`src/rtl/fetch_seq.sv`:
```
// fetch_seq: fetch/execute sequencer with a 16x8 program memory.
//
// The program memory is loaded through the prog_* port while the sequencer
// is idle. With run high, the sequencer alternates FETCH and EXEC, taking two
// cycles per instruction. FETCH registers mem[pc_addr] into instr. EXEC
// presents the word on instr, pulses pc_en, and requests a PC load for JMP
// (opcode 1111), or for JNC (opcode 1110) when carry is clear.
//
// Optional feature: macro FETCH_SEQ_HALT_DETECT_EN. When it is defined, a JMP
// to its own address parks the sequencer in HALT instead of looping. When it
// is not defined, HALT cannot be reached and halted is always 0.
//
// Ports
//   clk         rising-edge clock for all state
//   reset       synchronous, active-high reset (program memory is not cleared)
//   pc_addr     current PC value; the fetch address
//   carry       ALU carry flag, sampled during EXEC
//   run         level: 1 = execute, 0 = return to IDLE
//   prog_we     program-memory write strobe (acts only in IDLE)
//   prog_addr   program-memory write address
//   prog_data   program-memory write data
//   instr       registered instruction: opcode [7:4], immediate [3:0]
//   instr_valid high for the EXEC cycle
//   pc_en       one-cycle PC advance strobe (EXEC)
//   pc_load     with pc_en: the PC loads pc_data instead of incrementing
//   pc_data     jump target; 0000 when no load is requested
//   state       IDLE=00, FETCH=01, EXEC=10, HALT=11
//   halted      high while in HALT
module fetch_seq (
    input  logic       clk,
    input  logic       reset,
    input  logic [3:0] pc_addr,
    input  logic       carry,
    input  logic       run,
    input  logic       prog_we,
    input  logic [3:0] prog_addr,
    input  logic [7:0] prog_data,
    output logic [7:0] instr,
    output logic       instr_valid,
    output logic       pc_en,
    output logic       pc_load,
    output logic [3:0] pc_data,
    output logic [1:0] state,
    output logic       halted
);

    typedef enum logic [1:0] {
        S_IDLE  = 2'b00,
        S_FETCH = 2'b01,
        S_EXEC  = 2'b10,
        S_HALT  = 2'b11
    } state_t;

    localparam logic [3:0] OP_JMP = 4'b1111;
    localparam logic [3:0] OP_JNC = 4'b1110;

    state_t     st;
    logic [7:0] mem [16];
    logic [7:0] rd_word;
    logic       self_jmp_rd;   // word being fetched is a JMP to its own address
    logic       halt_pend;     // the instruction now in EXEC is a self-JMP

    assign rd_word = mem[pc_addr];

`ifdef FETCH_SEQ_HALT_DETECT_EN
    assign self_jmp_rd = (rd_word[7:4] == OP_JMP) && (rd_word[3:0] == pc_addr);
`else
    assign self_jmp_rd = 1'b0;
`endif

    // The program memory has no reset, so a program loaded once survives reset.
    always_ff @(posedge clk) begin
        if (prog_we && st == S_IDLE)
            mem[prog_addr] <= prog_data;
    end

    always_ff @(posedge clk) begin
        if (reset) begin
            st          <= S_IDLE;
            instr       <= 8'h00;
            instr_valid <= 1'b0;
            pc_en       <= 1'b0;
            halt_pend   <= 1'b0;
            halted      <= 1'b0;
        end else begin
            instr_valid <= 1'b0;
            pc_en       <= 1'b0;
            halt_pend   <= 1'b0;
            case (st)
                S_IDLE: begin
                    if (run)
                        st <= S_FETCH;
                end
                // The fetch always completes, even if run has dropped.
                // A self-JMP suppresses pc_en because the sequencer parks in HALT.
                S_FETCH: begin
                    instr       <= rd_word;
                    instr_valid <= 1'b1;
                    pc_en       <= ~self_jmp_rd;
                    halt_pend   <= self_jmp_rd;
                    st          <= S_EXEC;
                end
                S_EXEC: begin
                    if (!run)
                        st <= S_IDLE;
                    else if (halt_pend) begin
                        st     <= S_HALT;
                        halted <= 1'b1;
                    end else
                        st <= S_FETCH;
                end
                S_HALT: begin
                    if (!run) begin
                        st     <= S_IDLE;
                        halted <= 1'b0;
                    end
                end
                default: st <= S_IDLE;
            endcase
        end
    end

    // The load request is decoded from the registered instruction during EXEC.
    // It is combinational so that JNC sees the carry value of the EXEC cycle.
    always_comb begin
        pc_load = 1'b0;
        pc_data = 4'b0000;
        if (st == S_EXEC &&
            (instr[7:4] == OP_JMP || (instr[7:4] == OP_JNC && !carry))) begin
            pc_load = 1'b1;
            pc_data = instr[3:0];
        end
    end

    assign state = st;

endmodule

```
`config.mk`:
```
export PLATFORM = sky130hd
export DESIGN_NAME = fetch_seq
export DESIGN_NICKNAME = d
export VERILOG_FILES = /design/src/rtl/fetch_seq.sv
export SDC_FILE = /design/constraint.sdc
export NUM_CORES = 1
export LEC_CHECK = 0
export CAP_MARGIN = 20
export CORE_UTILIZATION = 30
export CTS_BUF_LIST = sky130_fd_sc_hd__clkbuf_8
export DETAILED_ROUTE_END_ITERATION = 12
export PLACE_DENSITY = 0.44
export SLEW_MARGIN = 20
export SYNTH_ARGS = -nofsm -noshare
export SYNTH_HDL_FRONTEND = slang
export SYNTH_SLANG_ARGS = --single-unit
```
`constraint.sdc`:
```
create_clock -name clk -period 2.3 [get_ports clk]
set_clock_uncertainty 0.2 [all_clocks]
set_input_delay 0.46 -clock clk [delete_from_list [all_inputs] [get_ports clk]]
set_output_delay 0.46 -clock clk [all_outputs]
set_load 0.02 [all_outputs]
```
==> summary.txt <==
Status = finished clean
Max Freq = 0.4388 GHz
1st-pass router iterations = 4
Final worst path period share = 0.9908
Final Hold Viols = 0
Clock sink total = 139
Final core occ = 0.3863
Peak supply drop = 364.5 uV
Die Footprint = 18620 um2
Hold path startpoint = instr[7]
Initial DRC Count = 185
Crit-path max FO = 3
Max Cap Viol = 0
CTS Root Cell = clkbuf_8
P_leak = 2.318 nW
Fin nets = 371
Port-buffer cells = 37
Skew-Pair Late Insertion Delay = 450 ps
Number of synthesized flops with an enable pin = 128
Post-cts hold buffer count = 0
Setup-failing EPs final = 0
Remaining routing DRC violations = 0
Mux contribution to synthesized area = 0.1594
Post-Synth Adder-Cell Area = 0
Post-synth ARST share = 0
Antenna-violating nets left = 0
WP data arrival = 1620 ps
Worst-path clk slew = 80 ps
Setup TNS = 0 ps
Vias per cell = 4.667
CP Launch Type = input port
Slew @ Worst Pin = 820.9 ps
Commonest cells after routing, fill and taps aside = edfxtp_1 (128), buf_4 (39), clkdlybuf4s50_1 (30)
WP data required = 1640 ps
Critical path startpoint = carry
Syn_nets = 285
CTS H-tree lvls = 4
Post-Syn Area = 5424 um2
Gr usage total = 0.1474
Synth-to-Final Area Change = 24.48%
Final WL = 12.21 mm
Pwr dens = 773.9 nW/um2
Commonest non-fill, non-tap cell in the layout = edfxtp_1
Max_slew headroom = 0.4527
CTS buffer count = 17
Pins Over Slew Limit = 0
FP Rows = 48
Die Ht = 136.5 um
Layout cell share with drive strength beyond 1 = 0.2920
Number of global-route vias before repair = 2859
Hpwl dp = 8.206 mm
Via count = 2744
Cell variety after synth = 33
Pin count of the biggest net entering global routing = 17
Post-synthesis sequential area ratio = 0.7493
Worst r2r src = state[1]
CTS tree = built
Global-route wire length before repair = 18.31 mm
Initial Utilization = 0.3104
Post-Synthesis Cells = 264
Synth Area in Simple Gates = 0.03875
Tmin final = 2279 ps
WS Path Type = in2out
Routed WL per cell = 20.77 um
Core ar. = 17480 um2
Setup crit end kind = primary output
Main combinational cell family by area after synthesis = multiplexers
# diodes = 0
Main synth FF type = edfxtp_1
Synth Warn # = 0
Compound-gate portion of the synthesized area = 0.02930
Hold WC Path Type = reg2reg
Post-synth top area share = 0.7087
#FFs+latches synth = 139
Synth area leader = edfxtp_1
IO Count = 39
Final RePlAce weighted congestion = 0.8476
PnR Total Power = 0.005225 W
Die width = 136.5 um
RSZ-0062 raised after global routing = yes
Syn avg cell area = 20.55 um2
Initial antenna violation count = 0
Xor/xnor share of the synthesized area = 0
GRT Residual Overflow = 0
CTS max path bufs = 2
Synth top area cells = edfxtp_1 (71%), mux4_2 (10%), dfxtp_1 (4.1%), mux2i_1 (3.1%), mux4_1 (2.4%)
[kinds of logic (layout without fill, tap and decap cells)]
logic type / count (synthesis) / after routing
compound gates: 22 / 22
buf+inv: 16 / 115
flops: 139 / 139
mux: 47 / 47
other cells: 1 / 1
simple gates: 39 / 39
[flip-flops by register name, summed over array words and instances, names as in the netlist]
register / count
mem: 128
pc_en: 1
instr: 8
state: 2
[through the flow]
step	setup slack (ps)	hold WS [ps]	instances	cell area, um2
after floorplan	167.5	343.7	264	5424
after global placement	-406.1	316.7	556	6345
after detailed placement	-397.3	312.8	556	6345
after CTS	20.32	331.4	588	6741
after global routing	-27.25	357.6	588	6751
final	21.14	314.6	588	6751
[metal layers]
metal  up-vias  global-route usage  wire length, um
met5         -                   0                0
met4         0             0.05370              158
met3        14             0.04549              671
met2        69              0.2265             5706
met1      1410              0.1960             5678
li1       1251                   -                -
[power breakdown]
group	switching [W]	leakage, nW	internal (W)
registers	0.0000144	1.24	0.00279
clock network	0.000910	0.215	0.00116
logic	0.000177	0.858	0.000171
total	0.00110	2.32	0.00412
[cell usage after synthesis, types with 2 or more instances]
library cell and instances:
buf_4 3, nor2b_1 2, nor3_1 4, nand2b_1 5
dfxtp_1 11, edfxtp_1 128, buf_2 4, nor2_1 14
and2_1 5, mux4_1 5, nand2_1 4, mux4_2 25
a2bb2oi_1 7, inv_1 3, buf_6 4, o21ai_1 7
mux2i_1 17
[worst paths after layout]
path / to / slack [ps] / cells after the start
setup / recovery: pc_data[2] / 20 / 7
hold / removal: instr[7] / 310 / 2
setup reg to reg: mem[0][4] / 300 / 6
hold reg to reg: instr[7] / 310 / 2
[final cells by class]
cell class                 count  area (um2)
multi-input combinational    109        1244
inverter                       3       11.26
tap                          225       281.5
clock buffer                  17       234.0
clock inverter                15       181.4
fill                        1591       10730
timing repair buffer          80       734.5
sequential                   139        4065
[what timing repair did]
item,4_1_cts,5_1_grt
buffers inserted,0,0
pin swaps,0,0
endpoints found under the setup margin,5,5
resized for setup,19,4
[critical path: stages]
cell and delay [ps]:
clkdlybuf4s50_1 470, inv_1 50, o21ai_2 110, nor2_2 50, buf_4 160, and2_1 160, buf_4 150
(Power assumes the default switching activity.)
